==> config.mk <==
export PLATFORM = sky130hd
export DESIGN_NAME = ipv4_local_lut_arbiter
export DESIGN_NICKNAME = d
export VERILOG_FILES = /design/src/rtl/ipv4_local_lut_arbiter.sv
export SDC_FILE = /design/constraint.sdc
export NUM_CORES = 1
export LEC_CHECK = 0
export CORE_MARGIN = 2
export CORE_UTILIZATION = 48
export DETAILED_ROUTE_END_ITERATION = 8
export GPL_ROUTABILITY_DRIVEN = 0
export PLACE_DENSITY = 0.86
export SLEW_MARGIN = 20
export SYNTH_ARGS = -nofsm -noshare
export SYNTH_HDL_FRONTEND = slang
export SYNTH_SLANG_ARGS = --single-unit
==> constraint.sdc <==
create_clock -name clk -period 7.42 [get_ports clk]
set_input_delay 2.226 -clock clk [delete_from_list [all_inputs] [get_ports clk]]
set_output_delay 2.226 -clock clk [all_outputs]
set_load 0.01 [all_outputs]
==> src/rtl/ipv4_local_lut_arbiter.sv <==
// Round-robin arbiter sharing the IPv4 local-address LUT lookup port.
// One lookup in flight; verdict returned after a fixed LUT window.
module ipv4_local_lut_arbiter #(
  parameter int NUM_REQ      = 4,
  parameter int REQ_IDX_BITS = 2,
  parameter int LUT_LATENCY  = 2
) (
  input  logic                    clk,
  input  logic                    reset,
  input  logic [NUM_REQ-1:0]      i_req_valid,
  input  logic [NUM_REQ*32-1:0]   i_req_daddr,
  output logic [NUM_REQ-1:0]      o_req_ack,
  output logic [NUM_REQ-1:0]      o_rsp_valid,
  output logic                    o_rsp_is_local,
  output logic [31:0]             o_lut_daddr,
  output logic                    o_lut_daddr_valid,
  input  logic                    i_lut_is_local,
  input  logic                    i_lut_is_local_valid,
  input  logic                    i_stats_clear,
  output logic                    o_busy,
  output logic [31:0]             o_lookup_count,
  output logic [31:0]             o_local_hit_count
);

  typedef enum logic [1:0] {
    IDLE,
    ISSUE,
    WAIT,
    RESP
  } state_t;

  localparam logic [3:0] CNT_LAST = 4'(LUT_LATENCY - 1);

  state_t                  state;
  logic [REQ_IDX_BITS-1:0] rr_ptr;
  logic [REQ_IDX_BITS-1:0] gnt;
  logic [REQ_IDX_BITS-1:0] pick;
  logic                    pick_any;
  logic                    hit;
  logic [3:0]              cnt;
  logic                    lut_hit;
  logic                    resp_local;
  logic [31:0]             daddr [NUM_REQ];

  for (genvar k = 0; k < NUM_REQ; k++) begin : g_unpack
    assign daddr[k] = i_req_daddr[32*k +: 32];
  end

  function automatic logic [REQ_IDX_BITS-1:0] wrap_idx(
    input logic [REQ_IDX_BITS-1:0] base,
    input int                      off
  );
    int s;
    s = int'(base) + off;
    if (s >= NUM_REQ) s = s - NUM_REQ;
    return REQ_IDX_BITS'(s);
  endfunction

  // Scan downward so the slot closest to rr_ptr is the last (winning) write.
  always_comb begin
    pick_any = 1'b0;
    pick     = '0;
    for (int i = NUM_REQ - 1; i >= 0; i--) begin
      if (i_req_valid[wrap_idx(rr_ptr, i)]) begin
        pick_any = 1'b1;
        pick     = wrap_idx(rr_ptr, i);
      end
    end
  end

  assign lut_hit        = i_lut_is_local_valid & i_lut_is_local;
  assign resp_local     = hit | lut_hit;
  assign o_rsp_is_local = (state == RESP) & resp_local;
  assign o_busy         = (state != IDLE);

  always_ff @(posedge clk or posedge reset) begin
    if (reset) begin
      state             <= IDLE;
      rr_ptr            <= '0;
      gnt               <= '0;
      hit               <= 1'b0;
      cnt               <= '0;
      o_req_ack         <= '0;
      o_rsp_valid       <= '0;
      o_lut_daddr       <= '0;
      o_lut_daddr_valid <= 1'b0;
    end else begin
      o_req_ack         <= '0;
      o_rsp_valid       <= '0;
      o_lut_daddr_valid <= 1'b0;
      unique case (state)
        IDLE: begin
          if (pick_any) begin
            gnt               <= pick;
            o_lut_daddr       <= daddr[pick];
            o_req_ack         <= NUM_REQ'(1) << pick;
            o_lut_daddr_valid <= 1'b1;
            hit               <= 1'b0;
            cnt               <= '0;
            state             <= ISSUE;
          end
        end
        ISSUE: begin
          cnt   <= '0;
          state <= WAIT;
        end
        WAIT: begin
          cnt <= cnt + 4'd1;
          if (lut_hit) hit <= 1'b1;
          if (cnt == CNT_LAST) begin
            o_rsp_valid <= NUM_REQ'(1) << gnt;
            state       <= RESP;
          end
        end
        RESP: begin
          rr_ptr <= wrap_idx(gnt, 1);
          state  <= IDLE;
        end
        default: state <= IDLE;
      endcase
    end
  end

  // A late LUT strobe in RESP still lands in the verdict and the hit count.
  always_ff @(posedge clk or posedge reset) begin
    if (reset) begin
      o_lookup_count    <= '0;
      o_local_hit_count <= '0;
    end else if (i_stats_clear) begin
      o_lookup_count    <= '0;
      o_local_hit_count <= '0;
    end else if (state == RESP) begin
      o_lookup_count <= o_lookup_count + 32'd1;
      if (resp_local) o_local_hit_count <= o_local_hit_count + 32'd1;
    end
  end

endmodule

## Word-level counts from Yosys, hierarchy flattened

Cells that the tools add are included.

- $add $sub $neg: 12
- Magnitude comparators: 10
- Equal/unequal tests: 7
- Shift operators: 2
- Multiplexer cells: 43
- Bitwise logic cells: 4
- Reduce and logical (&&, ||, !) cells: 11

Operators with widths:

| operator | count |
|---|---|
| two-way mux 32 bit | 7 |
| adder 32 x 1 -> 32 bit (second input constant) | 2 |
| binary-select mux 32 bit (select 2 bit) | 1 |
| two-way mux 2 bit | 11 |
| two-way mux 4 bit | 5 |
| greater-or-equal comparator 3 bit (second input constant) | 5 |
| less-than comparator 2 x 3 -> 1 bit (second input constant) | 4 |
| two-way mux 1 bit | 12 |
| one-hot mux 4 bit (3 select lines) | 1 |
| subtractor 2 x 1 -> 2 bit (second input constant) | 5 |
| binary-select mux 1 bit (select 2 bit) | 4 |
| one-hot mux 2 bit (4 select lines) | 1 |
| AND reduction 2 bit | 4 |
| nonzero test 2 bit | 4 |
| left shift 1 x 2 -> 4 bit (first input constant) | 2 |
| adder 2 x 1 -> 3 bit (second input constant) | 2 |
| adder 2 x 2 -> 3 bit (second input constant) | 2 |
| inequality test 2 bit (second input constant) | 3 |
| adder 4 x 1 -> 4 bit (second input constant) | 1 |
| equality test 2 bit (second input constant) | 2 |
| equality test 4 x 1 -> 1 bit (second input constant) | 1 |
| greater-or-equal comparator 2 x 3 -> 1 bit (second input constant) | 1 |
| NOT 2 -> 3 bit | 1 |
| AND reduction 3 bit | 1 |
| other kinds (6) | 7 |

- Register bits after elaboration: 116
- Input port bits: 137
- Output and inout bits: 107
- Logic and storage cells: 100

## Longest topological paths before layout

Gate-level depths: netlist of run 1.

- Depth after elaboration: 13
- Mapped depth: 8
- Depth with buffers taken out: 7

## Worst setup path before layout of run 1

OpenSTA, ideal clock, no wires.

- Path type: input -> output
- Start: input port i_lut_is_local_valid
- End: output port o_rsp_is_local
- Arrival: 2748 ps
- Required time: 5194 ps
- Path slack: 2446 ps
- Stages: 3
- Path buffers: 1
- Cell sequence: a21oi_2 > and2b_2 > clkbuf_1

- Word-level cells in the longest chain between the ends: 3

Ends and longest elaborated chain:

| element | line | RTL |
|---|---|---|
| start: declaration | 18 | `input logic i_lut_is_local_valid,` |
| AND 1 bit | 71 | `assign lut_hit = i_lut_is_local_valid & i_lut_is_local;` |
| OR 1 bit | 72 | `assign resp_local = hit \| lut_hit;` |
| AND 1 bit | 73 | `assign o_rsp_is_local = (state == RESP) & resp_local;` |
| end: declaration | 14 | `output logic o_rsp_is_local,` |

No other way between the ends.

## Worst setup path in the final report of run 1

- Start: input port i_lut_is_local
- End: output port o_rsp_is_local

- Word-level cells in the longest chain between the ends: 3

Ends and longest elaborated chain:

| element | line | RTL |
|---|---|---|
| start: declaration | 17 | `input logic i_lut_is_local,` |
| AND 1 bit | 71 |  |
| OR 1 bit | 72 |  |
| AND 1 bit | 73 |  |

No other way between the ends.

==> impl_metrics.toml, run 1 <==
[global_route]
gr-usage-all-layers = 0.2605
grt_max_degree = 67
grt-ovfl-total = 0
gr-usage-met3 = 0.06702
busiest_layer = "met2"
grt_antenna_before_repair = 1
grt_first_pass_wirelength_um = 29490
use_met2 = 0.4504
grt_pass1_vias = 5881
grtUsageMet1 = 0.3118

[critical_path]
r2r_cells = 8
ff2ff_setup_slack_ns = 4.69
cpPeakStageDelay_ns = 0.55
path_cells = "clkdlybuf4s50_1 -> a21oi_2 -> and2b_2 -> clkdlybuf4s50_1"
startpoint_type = "input pin"
worstSetupEndpointType = "primary output"
cpMaxStageDelayCell = "clkdlybuf4s50_1"
cp_common_cell = "clkdlybuf4s50_1"
cp-startpoint = "i_lut_is_local"
timing.rr.start = "state[0]"
crit_required_ns = 5.19
cp_num_cells = 4
critPathKind = "in -> out"
critPathTopFamily = "buffers and inverters"
cp_data_arrival_time_ns = 3.63
crit_buf_inv = 2
crit_fanout = 6
crit_path_end = "o_rsp_is_local"
r2r-end = "o_lut_daddr[9]"

[synthesis]
yosys-top-cells-area = "dfrtp_1 45%, a211oi_1 7.5%, mux2i_1 5.8%"
synth.cell_area_um2 = 6436
ys.flop_type = "dfrtp_1"
ys.warnings.count = 0
yosysTopAreaCellShare = 0.4510
ys_ff_latch = 116
synth-edff-count = 0
synth_top_area_cell = "dfrtp_1"
synth_fp_nets = 835
synth_most_common_cell = "dfrtp_1"
synth_common_cells = "116 x dfrtp_1, 90 x nor2_1, 64 x a211oi_1, 58 x nand2_1, 50 x nor3_1"
async_flop_share = 1.000
netlist-cell-type-count = 52
ys_seq_area_frac = 0.4510
postSynthCellCount = 687
postSynthAreaPerCell_um2 = 9.369

[routing]
vias = 6088
firstDrtPassIters = 5
drtIter0Drc = 474
ant_nets = 0
post_drt_wl_per_cell_um = 16.71
wl_um = 18370
routed_via_density = 5.540
route.detailed.drc = 0

[cts]
clockRootBuffer = "clkbuf_16"
clkTransAtPathRegs_ns = 0.05
worstSkewPairLatency_ns = 0.41
clock-sinks = 116
cts_setup_buffers = 0
clk_path_buf_depth = 2
cts_tree = "built"
cts_hold_buf = 0
ctsResizeCount = 0
numCtsBuffers = 17
htree_levels = 4

[timing]
hold_slack_ns = 0.5379
tightest_slew_ns = 0.9605
post-route-min-period_ns = 5.857
setup_violations = 0
slew_viol_final = 0
tns_ns = 0
period_share = 0.7893
rsz0062_at_grt = "no"
hold_violations = 0
skew_ns = 0.006619
fmax_mhz = 170.7
max_slew_margin = 0.3597

[final_layout]
final_nets = 1058
seq_area_um2 = 2903
drive_gt1_frac = 0.06508
multiInputGateArea_um2 = 3223
syn2layout_area_growth_pct = 47.51
fill_cells = 999

[floorplan]
start_util = 0.4880
die_area_um2 = 14350
die_w_um = 119.8
die_h_um = 119.8
pin_count = 244
num_rows = 42
core-area_um2 = 13190

[power_and_ir_drop]
ir_drop_mv = 0.2297
p_leak_nw = 3.845
power.density_nw_per_um2 = 277.5

[placed_design]
numPortBuffers = 243
dpl.hpwl_um = 12960

[flow_run]
cap_violations = 0

[hold_path]
hold_path_startpoint = "state[0]"
min_path_type = "reg -> reg"

[status]
status = "completed"
## how the worst min path moves through the flow
stage	to	slack, ns	cells past startpoint
floorplan	state[0]	0.49	1
global placement	state[0]	0.51	1
detailed placement	state[0]	0.54	1
CTS	state[0]	0.55	1
global route	state[0]	0.56	1
finish	state[0]	0.54	1
## worst reg2reg max path, delay by kind of cell, from the launching register on
kind	cells	cell delay, ns
DFF	1	0.39
AOI/OAI and AO/OA	3	0.60
adders and majority gates	1	0.30
buffers and inverters	3	0.90
and+or+nand+nor	1	0.39
## report_power, final
group	internal [mW]	switching [mW]
combinational	0.468	0.510
clock	0.530	0.278
sequential	0.763	0.0859
## layer usage
metal	wire length [um]	part of all wire
met5	0	0
met4	370	0.020
met3	1054	0.057
met2	9562	0.52
met1	7377	0.40
## placed cells by master, fill, tap and decap left out, drive strengths merged, types with 11 or more instances in the layout
cell type      instances
nor3                  51
mux2i                 37
clkdlybuf4s50        242
clkbuf                20
inv                   23
nor4                  15
nor2                  90
xnor2                 40
nand2                 58
ha                    11
nand4                 11
a211oi                64
a21oi                 17
nand3                 19
dfrtp                116
o21ai                 17
## state kept, by name (all words and copies together) (netlist names)
signal             count
o_local_hit_count     32
o_lookup_count        32
o_lut_daddr           32
cnt                    4
o_req_ack              4
o_rsp_valid            4
gnt                    2
rr_ptr                 2
state                  2
hit                    1
o_lut_daddr_valid      1
## cell families (layout without fill, tap and decap cells)
group / count (synthesis) / after routing / share of synthesized area
adders and majority gates: 11 / 11 / 0.02138
AOI/OAI and AO/OA: 109 / 109 / 0.1163
and+or+nand+nor: 295 / 295 / 0.2321
muxes: 39 / 39 / 0.06104
other: 0 / 1 / 0
DFF: 116 / 116 / 0.4510
xor gates and xnor gates: 49 / 49 / 0.06668
buffers and inverters: 68 / 303 / 0.05152
## metrics by stage
step	power, mW	util	instances	worst slack, ns	instance area, um^2
6_report	2.634	0.7198	1099	1.563	9494
5_1_grt	2.779	0.7198	1099	1.509	9494
4_1_cts	2.658	0.7194	1098	1.561	9489
3_5_place_dp	1.835	0.6753	1067	1.564	8907
3_3_place_gp	1.813	0.6753	1067	1.580	8907
2_1_floorplan	1.412	-	687	2.122	6436
## area by class of cell
class,count,area share
antenna,1,0.0002636
clock buffer,20,0.04705
clock inverter,11,0.01423
inverter,23,0.009357
multi-input combinational,503,0.3395
sequential,116,0.3057
tap,176,0.02319
timing repair buffer,249,0.2607
(Power assumes the default switching activity.)
==> inputs of run 2 (changes only) <==
Settings changed: CORE_UTILIZATION 48 to 45, PLACE_DENSITY 0.86 to 0.82.
Clock period 7.42 ns to 5.8 ns, I/O delays scaled along.
==> run 2 against run 1 <==
Against the previous run: via count is 1.1% lower; largest cell class unchanged; combinational power is 29% higher; global-route usage is 0.99 points lower; critical endpoint unchanged; register-to-register slack worse by 1.7 ns; clock power is 30% higher; final cell count is 0.55% higher; sequential cell count stayed put.
==> impl_metrics.toml, run 2 (same netlist as run 1, synthesis figures left out) <==
[status]
status = "completed"

[routing]
ant_nets = 0
wl_um = 18840
vias = 6023
routed_via_density = 5.451
firstDrtPassIters = 4
post_drt_wl_per_cell_um = 17.05
drtIter0Drc = 359
route.detailed.drc = 0

[critical_path]
r2r_cells = 8
crit_required_ns = 4.06
cp-startpoint = "i_lut_is_local_valid"
crit_path_end = "o_rsp_is_local"
r2r-end = "o_lut_daddr[12]"
startpoint_type = "input pin"
crit_buf_inv = 2
crit_fanout = 6
critPathKind = "in -> out"
cpPeakStageDelay_ns = 0.55
cpMaxStageDelayCell = "clkdlybuf4s50_1"
critPathTopFamily = "buffers and inverters"
ff2ff_setup_slack_ns = 3.02
path_cells = "clkdlybuf4s50_1 -> a21oi_2 -> and2b_2 -> clkdlybuf4s50_1"
cp_common_cell = "clkdlybuf4s50_1"
worstSetupEndpointType = "primary output"
cp_num_cells = 4
cp_data_arrival_time_ns = 3.14
timing.rr.start = "state[0]"

[cts]
cts_tree = "built"
numCtsBuffers = 17
clk_path_buf_depth = 2
cts_hold_buf = 0
cts_setup_buffers = 0
htree_levels = 4
worstSkewPairLatency_ns = 0.41
clock-sinks = 116
clockRootBuffer = "clkbuf_16"
clkTransAtPathRegs_ns = 0.05
ctsResizeCount = 0

[final_layout]
fill_cells = 1090
drive_gt1_frac = 0.06926
syn2layout_area_growth_pct = 48.09
layout.cells.most_common = "clkdlybuf4s50_1"
final_cell_mix = "242 x clkdlybuf4s50_1, 116 x dfrtp_1, 88 x nor2_1"
final_nets = 1059
reg_top3 = "o_local_hit_count x32, o_lookup_count x32, o_lut_daddr x32"

[floorplan]
die_w_um = 123.6
num_rows = 43
core-area_um2 = 13930
start_util = 0.4619
die_h_um = 123.6
die_area_um2 = 15280
pin_count = 244

[timing]
post-route-min-period_ns = 4.877
tns_ns = 0
max_slew_margin = 0.3695
setup_violations = 0
fmax_mhz = 205.1
hold_violations = 0
skew_ns = 0.008319
tightest_slew_ns = 0.9457
slew_viol_final = 0
period_share = 0.8408
rsz0062_at_grt = "no"

[global_route]
grt-ovfl-total = 0
grt_first_pass_wirelength_um = 29500
use_met2 = 0.4351
gr-usage-all-layers = 0.2506
busiest_layer = "met2"
grt_max_degree = 117
grt_pass1_vias = 5786
gr-usage-met3 = 0.05998
grtUsageMet1 = 0.3051
grt_antenna_before_repair = 1

[power_and_ir_drop]
p_leak_nw = 3.855
power.density_nw_per_um2 = 356.6
ir_drop_mv = 0.2232
total_power_mw = 3.399

[placed_design]
dpl.hpwl_um = 13220
numPortBuffers = 243

[flow_run]
cap_violations = 0

[hold_path]
min_path_type = "reg -> reg"
-- run 2: routing by layer --
metal / vias to the layer above / part of all wire
met5: - / 0
met4: 0 / 0.020
met3: 25 / 0.059
li1: 2893 / -
met1: 2871 / 0.41
met2: 234 / 0.52
-- run 2: report_power, final --
group / total (mW) / leakage (nW) / internal (mW) / switching, mW
sequential: 1.09 / 1.51 / 0.976 / 0.113
combinational: 1.26 / 2.06 / 0.603 / 0.660
clock: 1.05 / 0.284 / 0.669 / 0.379
-- run 2: metrics by stage --
step | setup slack, ns | area [um^2] | utilization | std cells | hold slack (ns)
after detailed placement | 0.9221 | 8932 | 0.6410 | 1072 | 0.5183
after global placement | 0.9311 | 8932 | 0.6410 | 1072 | 0.5031
final | 0.9232 | 9532 | 0.6840 | 1105 | 0.5354
after global routing | 0.8610 | 9532 | 0.6840 | 1105 | 0.5522
after floorplan | 0.9876 | 6436 | - | 687 | 0.4890
after CTS | 0.9217 | 9522 | 0.6833 | 1104 | 0.5297
-- run 2: how the worst min path moves through the flow --
stage | start | end | depth (start not counted)
2_1_floorplan | state[0] | state[0] | 1
3_3_place_gp | state[0] | state[0] | 1
3_5_place_dp | state[0] | state[0] | 1
4_1_cts | state[0] | state[0] | 1
5_1_grt | state[0] | state[0] | 1
6_report | state[0] | state[0] | 1
-- run 2: cell type report --
class                           instances  area (um^2)  share of cell area
Timing Repair Buffer                  250         2495              0.2617
Clock inverter                         15        163.9             0.01720
Sequential cell                       116         2903              0.3045
Multi-Input combinational cell        503         3228              0.3387
Clock buffer                           17        425.4             0.04463
Antenna cell                            1        2.502           0.0002625
Inverter                               23        88.84            0.009320
Tap cell                              180        225.2             0.02363
-- run 2: worst register-to-register path, stage by stage (launching register included) --
cell	delay (ns)
dfrtp_1	0.39
inv_1	0.10
ha_1	0.29
or2b_2	0.39
inv_2	0.53
o221ai_2	0.20
buf_4	0.29
a211oi_1	0.36
a211oi_1	0.09
